### src/rtl/instruction_fetch.sv
// rtl/instruction_fetch.sv - instruction fetch unit with a single outstanding request and a 2-entry buffer
//
// Fetches 32-bit instruction words from memory one request at a time and
// queues them, with their addresses, for the decode stage.
//
// Ports:
//   clk          in   clock, all state changes on the rising edge
//   reset        in   asynchronous active-high reset
//   mem_req      out  read request to instruction memory
//   mem_addr     out  word-aligned fetch address, held until mem_ack
//   mem_ack      in   mem_rdata is valid this cycle (ignored when mem_req=0)
//   mem_rdata    in   fetched instruction word
//   redirect     in   control-flow change from downstream
//   redirect_pc  in   new fetch address (low two bits ignored)
//   inst_valid   out  inst/inst_pc hold a buffered instruction
//   inst_ready   in   decode accepts the head instruction
//   inst         out  head instruction word
//   inst_pc      out  address of the head instruction
module instruction_fetch #(
    parameter logic [31:0] RESET_PC  = 32'h0000_0000,
    parameter int          BUF_DEPTH = 2
) (
    input  logic        clk,
    input  logic        reset,
    output logic        mem_req,
    output logic [31:0] mem_addr,
    input  logic        mem_ack,
    input  logic [31:0] mem_rdata,
    input  logic        redirect,
    input  logic [31:0] redirect_pc,
    output logic        inst_valid,
    input  logic        inst_ready,
    output logic [31:0] inst,
    output logic [31:0] inst_pc
);

    localparam logic [1:0] DEPTH = BUF_DEPTH[1:0];

    typedef enum logic [1:0] {
        IDLE = 2'd0,
        REQ  = 2'd1,
        DROP = 2'd2
    } state_t;

    state_t      state;
    state_t      state_next;

    // Reset leaves the FSM in REQ, but the request must not be visible until
    // the first clock edge after reset is released; live gates mem_req.
    logic        live;

    logic [31:0] fetch_pc;
    logic [31:0] fetch_pc_next;
    logic [31:0] pend_pc;
    logic [31:0] pend_pc_next;
    logic [31:0] target_pc;

    logic [31:0] fifo_data [0:1];
    logic [31:0] fifo_pc   [0:1];
    logic        wr_ptr;
    logic        rd_ptr;
    logic [1:0]  count;
    logic [1:0]  count_next;

    logic        eff_ack;
    logic        push;
    logic        pop;
    logic        space;
    logic        unused_pc_bits;

    assign target_pc      = {redirect_pc[31:2], 2'b00};
    assign unused_pc_bits = ^redirect_pc[1:0];

    // An ack only means something while our request is visible.
    assign eff_ack = mem_ack & mem_req;

    assign inst_valid = (count != 2'd0);
    assign pop        = inst_valid & inst_ready;
    assign push       = (state == REQ) & eff_ack & ~redirect;

    // Occupancy after this cycle's push/pop; a redirect empties the buffer
    // even if a pop is also happening (the pop itself still completes).
    always_comb begin
        count_next = count;
        if (redirect) begin
            count_next = 2'd0;
        end else begin
            count_next = count + {1'b0, push} - {1'b0, pop};
        end
    end

    assign space = (count_next < DEPTH);

    // ------------------------------------------------------------------
    // FSM: state register
    // ------------------------------------------------------------------
    always_ff @(posedge clk or posedge reset) begin
        if (reset) begin
            state <= REQ;
            live  <= 1'b0;
        end else begin
            state <= state_next;
            live  <= 1'b1;
        end
    end

    // ------------------------------------------------------------------
    // FSM: next-state logic
    // ------------------------------------------------------------------
    always_comb begin
        state_next = state;
        case (state)
            IDLE: begin
                if (redirect || space) begin
                    state_next = REQ;
                end
            end
            REQ: begin
                if (redirect) begin
                    // Without the ack the request is still in flight and
                    // its data has to be thrown away when it returns.
                    state_next = eff_ack ? REQ : DROP;
                end else if (eff_ack) begin
                    state_next = space ? REQ : IDLE;
                end
            end
            DROP: begin
                if (eff_ack) begin
                    state_next = REQ;
                end
            end
            default: state_next = REQ;
        endcase
    end

    // ------------------------------------------------------------------
    // FSM: outputs
    // ------------------------------------------------------------------
    always_comb begin
        mem_req = 1'b0;
        if (live && (state == REQ || state == DROP)) begin
            mem_req = 1'b1;
        end
    end

    assign mem_addr = fetch_pc;

    // ------------------------------------------------------------------
    // Fetch address and pending redirect target
    // ------------------------------------------------------------------
    // fetch_pc is the address on the bus; it only changes once the current
    // request has been acked (or when nothing is outstanding), so mem_addr is
    // stable for the whole request. A redirect that arrives while a request
    // is in flight is parked in pend_pc until the stale ack comes back.
    always_comb begin
        fetch_pc_next = fetch_pc;
        pend_pc_next  = pend_pc;
        case (state)
            IDLE: begin
                if (redirect) begin
                    fetch_pc_next = target_pc;
                end
            end
            REQ: begin
                if (redirect) begin
                    if (eff_ack) begin
                        fetch_pc_next = target_pc;
                    end else begin
                        pend_pc_next = target_pc;
                    end
                end else if (eff_ack) begin
                    fetch_pc_next = fetch_pc + 32'd4;
                end
            end
            DROP: begin
                if (eff_ack) begin
                    fetch_pc_next = redirect ? target_pc : pend_pc;
                end else if (redirect) begin
                    pend_pc_next = target_pc;
                end
            end
            default: begin
                fetch_pc_next = fetch_pc;
            end
        endcase
    end

    always_ff @(posedge clk or posedge reset) begin
        if (reset) begin
            fetch_pc <= RESET_PC;
            pend_pc  <= RESET_PC;
        end else begin
            fetch_pc <= fetch_pc_next;
            pend_pc  <= pend_pc_next;
        end
    end

    // ------------------------------------------------------------------
    // Instruction buffer (2-entry FIFO)
    // ------------------------------------------------------------------
    always_ff @(posedge clk or posedge reset) begin
        if (reset) begin
            fifo_data[0] <= 32'd0;
            fifo_data[1] <= 32'd0;
            fifo_pc[0]   <= 32'd0;
            fifo_pc[1]   <= 32'd0;
            wr_ptr       <= 1'b0;
            rd_ptr       <= 1'b0;
            count        <= 2'd0;
        end else begin
            count <= count_next;
            if (redirect) begin
                wr_ptr <= 1'b0;
                rd_ptr <= 1'b0;
            end else begin
                if (push) begin
                    fifo_data[wr_ptr] <= mem_rdata;
                    fifo_pc[wr_ptr]   <= fetch_pc;
                    wr_ptr            <= ~wr_ptr;
                end
                if (pop) begin
                    rd_ptr <= ~rd_ptr;
                end
            end
        end
    end

    // Empty buffer presents zeros so reset and flush give clean outputs.
    assign inst    = inst_valid ? fifo_data[rd_ptr] : 32'd0;
    assign inst_pc = inst_valid ? fifo_pc[rd_ptr]   : 32'd0;

endmodule

### config.mk
export PLATFORM = sky130hd
export DESIGN_NAME = instruction_fetch
export DESIGN_NICKNAME = d
export VERILOG_FILES = /design/src/rtl/instruction_fetch.sv
export SDC_FILE = /design/constraint.sdc
export NUM_CORES = 1
export LEC_CHECK = 0
export ABC_AREA = 1
export CORE_MARGIN = 2
export CORE_UTILIZATION = 25
export DETAILED_ROUTE_END_ITERATION = 6
export PLACE_DENSITY = 0.4
export SETUP_SLACK_MARGIN = 0.2
export SYNTH_ARGS = -nofsm -noshare
export SYNTH_HDL_FRONTEND = slang
export SYNTH_SLANG_ARGS = --single-unit
### constraint.sdc
create_clock -name clk -period 7.4 [get_ports clk]
set_input_delay 0.74 -clock clk [delete_from_list [all_inputs] [get_ports clk]]
set_output_delay 0.74 -clock clk [all_outputs]
set_load 0.02 [all_outputs]
==> summary.md <==
## Detailed routing
* **length of the first detailed-routing pass in iterations** 5
* **overall via count from detail_route** 8614
* **average wire per standard cell** 17.4 um
* **number of nets still failing antenna checks after routing** 0
* **DRC violation count after routing** 0
* **mean number of vias per cell** 4.52
* **violation count after the first detailed-routing iteration** 531
* **WL final** 33.1 mm

## Place
* **number of cells after detailed placement** 1875
* **post-placement setup slack** 3.88 ns
* **routability congestion estimate from global placement** 0.787
* **number of buffer cells added on primary ports** 164
* **post-detailed-placement half-perimeter wirelength** 21.8 mm
* **post-detailed-placement cell area** 11900 sq um

## Timing
* **RSZ-0062 raised after global routing** false
* **Setup Skew** 0.0136 ns
* **f_max** 0.281 GHz
* **Setup TNS** 0 ns
* **final setup fails** 0
* **worst slew slack as a fraction of its limit** 33.7%
* **number of max-slew violations in the final report** 0
* **worst path setup slack after routing** 3.85 ns
* **final critical-path required period** 3.55 ns
* **Period Utilization, post-route** 48.0%
* **number of endpoints with negative hold slack in the final report** 0
* **transition at the pin with the smallest max-transition slack** 0.995 ns
* **worst hold margin** 0.474 ns

## Floorplanning
* **overall die height** 203 um
* **effective utilization at floorplan** 25.4%
* **number of core rows** 72
* **horizontal die dimension** 203 um
* **total core area** 38900 sq um
* **Die ar.** 41200 sq um
* **number of top-level pins** 167

## Pwr
* **Worst VDD drop** 0.178 mV
* **leakage power total** 5.57 nW
* **clock group share of total power** 18.7%
* **internal power consumption** 2.84 mW
* **fraction of power consumed by sequential logic** 35.5%
* **combinational fraction of design power** 45.8%
* **NetSw** 2.37 mW
* **fraction of power spent switching nets** 45.5%
* **total power draw** 5.20 mW
* **ratio of total power to cell area** 416 nW/um^2

## Global route
* **met2 usage in global routing** 24.4%
* **Global Route met3 Usage** 2.66%
* **Overall Global Routing Usage** 16.5%
* **wire length of the first global-routing pass** 52.0 mm
* **number of antenna violations at the first check in global routing** 0
* **met1 track demand over resource in global routing** 25.1%
* **via count of the first global-routing pass** 8469
* **maximum number of pins on one net before global-route repair** 128
* **peak-usage layer in the global routing report** met1
* **residual overflow from global routing** 0

## CTS
* **TritonCTS clock tree** built
* **total clock buffers created by CTS** 17
* **Max Buffers Root-to-Sink** 2
* **buffers inserted by post-CTS timing repair** 0
* **clk sinks** 199
* **clk slew on worst S/H paths** 0.08 ns
* **post-cts resize count** 0
* **Max H-tree Level** 4
* **hold buffer count at CTS** 0
* **clock latency on the worst-skew pair** 0.46 ns
* **clock root buffer master** sky130_fd_sc_hd__clkbuf_16

## Critical path
* **Arr. time, crit path** 2.81 ns
* **critical path capture point type** output port
* **critical path type** flip-flop to output port
* **CP max FO** 34
* **category of the worst setup path launch point** flip-flop
* **required time at the worst-slack endpoint** 6.66 ns

## Finish
* **final layout net count** 1452
* **final instance area** 12500 sq um
* **# diodes** 0
* **most frequent standard cell in the layout excluding fill and tap cells** sky130_fd_sc_hd__nand2_1
* **most frequent cells in the layout** sky130_fd_sc_hd__nand2_1, sky130_fd_sc_hd__dfrtp_1, sky130_fd_sc_hd__o21ai_0, sky130_fd_sc_hd__clkdlybuf4s50_1, sky130_fd_sc_hd__inv_1
* **final cell utilization of the core** 32.2%
* **area delta synth->final** 26.4%
* **share of layout cells above drive strength 1** 6.48%
* **Finished Layout Cells** 1907

## Synthesis
* **number of enable-type register cells in the synthesized netlist** 0
* **synthesis-stage register bit count** 199
* **number of warning messages in the yosys log** 0
* **synthesized instance count** 1254
* **syn avg cell area** 7.90 sq um
* **most frequently used flop master after synthesis** sky130_fd_sc_hd__dfrtp_1
* **syn_nets** 1330
* **share of synthesized area occupied by flip-flops and latches** 50.3%
* **Async S/R FF share, synth** 100%
* **Netlist cell types** 46
* **Synth Cell Area** 9900 sq um

## Run status
* **result of the run** finished clean

## Min path
* **worst hold path type** flip-flop to flip-flop

## Run
* **MaxCap Viol Count** 0

-- Yosys cell counts (all sizes together) (2+ instances only) --
cell / count / area, sq um
buf: 35 / 223
inv: 126 / 480
a211oi: 7 / 52.6
nand2: 425 / 1620
ha: 7 / 87.6
nor3: 6 / 46.3
o21ai: 189 / 953
nand4: 3 / 18.8
o211ai: 3 / 22.5
clkbuf: 34 / 140
nor2: 39 / 191
dfrtp: 198 / 4950
nand3: 35 / 185
a21oi: 106 / 531
o31ai: 5 / 37.5
a31oi: 2 / 12.5
a221oi: 12 / 161
a22oi: 12 / 90.1
-- state kept, by name (all words and copies together), names as in the netlist, 2 cells and up --
register,count
pend_pc,32
mem_addr,32
count,2
state,2
fifo_data,64
fifo_pc,64
-- final cells by class --
| class | count | area [sq um] |
|---|---|---|
| clock buffer | 17 | 425 |
| clock inverter | 15 | 159 |
| fill | 4254 | 26400 |
| inverter | 126 | 489 |
| multi-input combinational | 859 | 4100 |
| sequential | 199 | 4980 |
| tap | 518 | 648 |
| timing repair buffer | 173 | 1710 |
-- cells by family (layout without fill, tap and decap cells) --
group           Yosys count  count (layout)  share of synthesized area (%)
xor+xnor                  1               1                         0.0885
other cells               1               1                         0.0379
simple gates            510             510                           21.0
buf+inv                 196             331                           8.60
fa+ha+maj                 7               7                          0.884
flops                   199             199                           50.3
compound gates          340             340                           19.1
-- worst max-delay path, stage by stage, from the launching register on --
cell and delay [ns]:
sky130_fd_sc_hd__dfrtp_2 0.41, sky130_fd_sc_hd__clkinv_2 0.39, sky130_fd_sc_hd__buf_4 0.49, sky130_fd_sc_hd__nand2_1 0.09
sky130_fd_sc_hd__a21oi_1 0.28, sky130_fd_sc_hd__clkdlybuf4s50_1 0.67
-- power groups by stage --
stage	Clock, mW	Sequential [mW]	Combinational, mW
after floorplan	0	1.86	1.49
after global placement	0	1.86	2.42
after detailed placement	0	1.87	2.43
after CTS	1.01	1.85	2.44
after global routing	1.05	1.91	2.69
final	0.974	1.85	2.38
-- path summary, 6_finish.rpt --
check	start	end	slack [ns]	cells after the start
hold reg to reg	pend_pc[0]	pend_pc[0]	0.47	2
setup reg to reg	state[0]	fifo_pc[21]	4.31	9
max in group asynchronous	reset	fifo_pc[61]	4.84	3
hold / removal	pend_pc[0]	pend_pc[0]	0.47	2
min in group asynchronous	reset	mem_addr[0]	0.91	2
setup / recovery	rd_ptr	inst_pc[19]	3.85	5
-- per-layer routing --
metal	vias to the layer above	part of all wire, %
met5	-	0
met4	0	0.72
met3	13	3.6
met2	187	44
met1	4107	52
li1	4307	-
Power figures use the tool's default switching activity.
==> RTL change (same flow settings) <==
Reset style: synchronous (`reset`), changed in 3 clocked blocks. Comments in the files are not updated.
--- a/src/rtl/instruction_fetch.sv
+++ b/src/rtl/instruction_fetch.sv
@@ -94,7 +94,7 @@
     // ------------------------------------------------------------------
     // FSM: state register
     // ------------------------------------------------------------------
-    always_ff @(posedge clk or posedge reset) begin
+    always_ff @(posedge clk) begin
         if (reset) begin
             state <= REQ;
             live  <= 1'b0;
@@ -185,7 +185,7 @@
         endcase
     end
 
-    always_ff @(posedge clk or posedge reset) begin
+    always_ff @(posedge clk) begin
         if (reset) begin
             fetch_pc <= RESET_PC;
             pend_pc  <= RESET_PC;
@@ -198,7 +198,7 @@
     // ------------------------------------------------------------------
     // Instruction buffer (2-entry FIFO)
     // ------------------------------------------------------------------
-    always_ff @(posedge clk or posedge reset) begin
+    always_ff @(posedge clk) begin
         if (reset) begin
             fifo_data[0] <= 32'd0;
             fifo_data[1] <= 32'd0;
Formal check against the unedited RTL: differs if reset is asserted again (counterexample within 4 cycles, from zero or initial values and one cycle with reset high); with reset held inactive, the same outputs for 4 cycles.
==> RTL change against the original RTL <==
- first-iteration DRC count is 4.7% lower
- final area grew 3.7%
- wire length up 1.6%
- worst setup slack worse by 0.58 ns
- sequential cell count up 1
- clock skew is 0.0013 ns higher
- non-clock buffer count up 3
- synthesized area increased by 5.4%
- highest routed layer unchanged
Power is not compared: it rests on default switching activity, and its combinational part moved more than twofold at a synthesized area within 25%.
==> RTL change: results (changes against the original RTL) <==
metric;value;unit;change
outcome;finished, final reports clean;;
Net Count, Synth;1392;;+4.7%
GRT Overall Usage;15.6;%;-0.93 points
via count;8861;;+2.9%
CTS Root Buffer Type;clkbuf_16;;
VDD IR-drop max;0.119;mV;
Final Non-Filler Cells;1977;;+3.7%
crit path max fanout;65;;+91%
max incr delay on CP;0.71;ns;+0.04 ns
ys async rst share;0;%;-100 points
gpl congestion;0.758;;-3.7%
vias in the first global route;8449;;-0.24%
IO buf count;164;;unchanged
Netlist cell types;37;;-20%
clock slew seen by the registers of the worst setup and hold paths;0.08;ns;about the same
Post-CTS Setup Bufs;0;;unchanged
FILL cells;4389;;+3.2%
WL/cell;17.0;µm;-2.0%
largest net degree at the start of global routing;66;;-48%
Critical Path Source;redirect;;
H-tree levels;4;;unchanged
slew of the pin with the lowest slew margin;0.970;ns;-0.0244 ns
Worst R2R Start;state[1];;
PostCTS Resize Cnt;0;;unchanged
initial antenna violation count;0;;unchanged
most frequent cells after synthesis;371 x nand2_1, 208 x nor2_1, 140 x a21oi_1, 128 x edfxtp_1, 119 x inv_1;;
clk_skew;0.0149;ns;+0.00127 ns
post-place setup slack;2.66;ns;-1.22 ns
Hold/Removal Path Class;flop to flop;;
EDFF count, synth;128;;+128
Synth area leaders;edfxtp_1 37%, dfxtp_1 14%, nand2_1 13%;;
fin nets;1508;;+3.9%
Syn Inst Count;1316;;+4.9%
fraction of layout cells with a size suffix above 1;6.09;%;-0.39 points
CP max stage cell;nor2_4;;
Seq/Total Area, Yosys;50.6;%;+0.33 points
hpwl dp;21.2;mm;-2.6%
Largest regs;fifo_data: 64 flops, fifo_pc: 64 flops;;
Min-Delay Startpoint;rd_ptr;;
# placed instances;1945;;+3.7%
first-pass GRT wire length;52.0;mm;about the same
DRT iter0 DRCs;506;;-4.7%
critical path arrival;4.22;ns;+1.41 ns
placed inst area;0.0124;mm²;+4.2%
RTL change: logic make-up after synthesis:
group	count (synthesis)	share of synthesized area (%)
AO/OA/AOI/OAI	253	14.3
buffers and inverters	207	8.80
AND/OR/NAND/NOR	636	24.3
XOR/XNOR	13	1.09
adder cells (fa/ha/maj)	7	0.839
flip-flops	200	50.6
RTL change: layout make-up:
cell class / count / area (µm²) / area share [%]
clock buffer: 18 / 429 / 3.31
clock inverter: 14 / 119 / 0.916
inverter: 128 / 480 / 3.70
multi-input combinational: 909 / 4270 / 32.9
sequential: 200 / 5290 / 40.7
tap: 532 / 666 / 5.13
timing repair buffer: 176 / 1730 / 13.3
RTL change: worst paths after layout:
check / to / slack [ns] / cells past startpoint
setup / recovery: fifo_pc[0][30] / 3.26 / 9
hold / removal: flop / 0.45 / 1
setup reg to reg: fifo_pc[0][30] / 3.55 / 10
hold reg to reg: flop / 0.45 / 1
RTL change: layer usage:
metal | vias up | wire length, µm | track usage [%]
met5 | - | 0 | 0
met2 | 173 | 15400 | 24.6
met3 | 21 | 1210 | 2.69
met4 | 0 | 417 | 4.02
li1 | 4519 | - | -
met1 | 4148 | 16700 | 22.0
RTL change: power by group through the flow:
stage	clock, mW	sequential, mW	combinational, mW
6_report	0.923	1.47	0.988
3_3_place_gp	0	1.50	0.992
5_1_grt	0.998	1.49	1.10
3_5_place_dp	0	1.50	0.995
4_1_cts	0.958	1.47	1.00
2_1_floorplan	0	1.50	0.634
RTL change: critical path: cells and delay by family:
kind / cells / cell delay, ns
buf+inv: 5 / 1.84
simple gates: 4 / 1.53
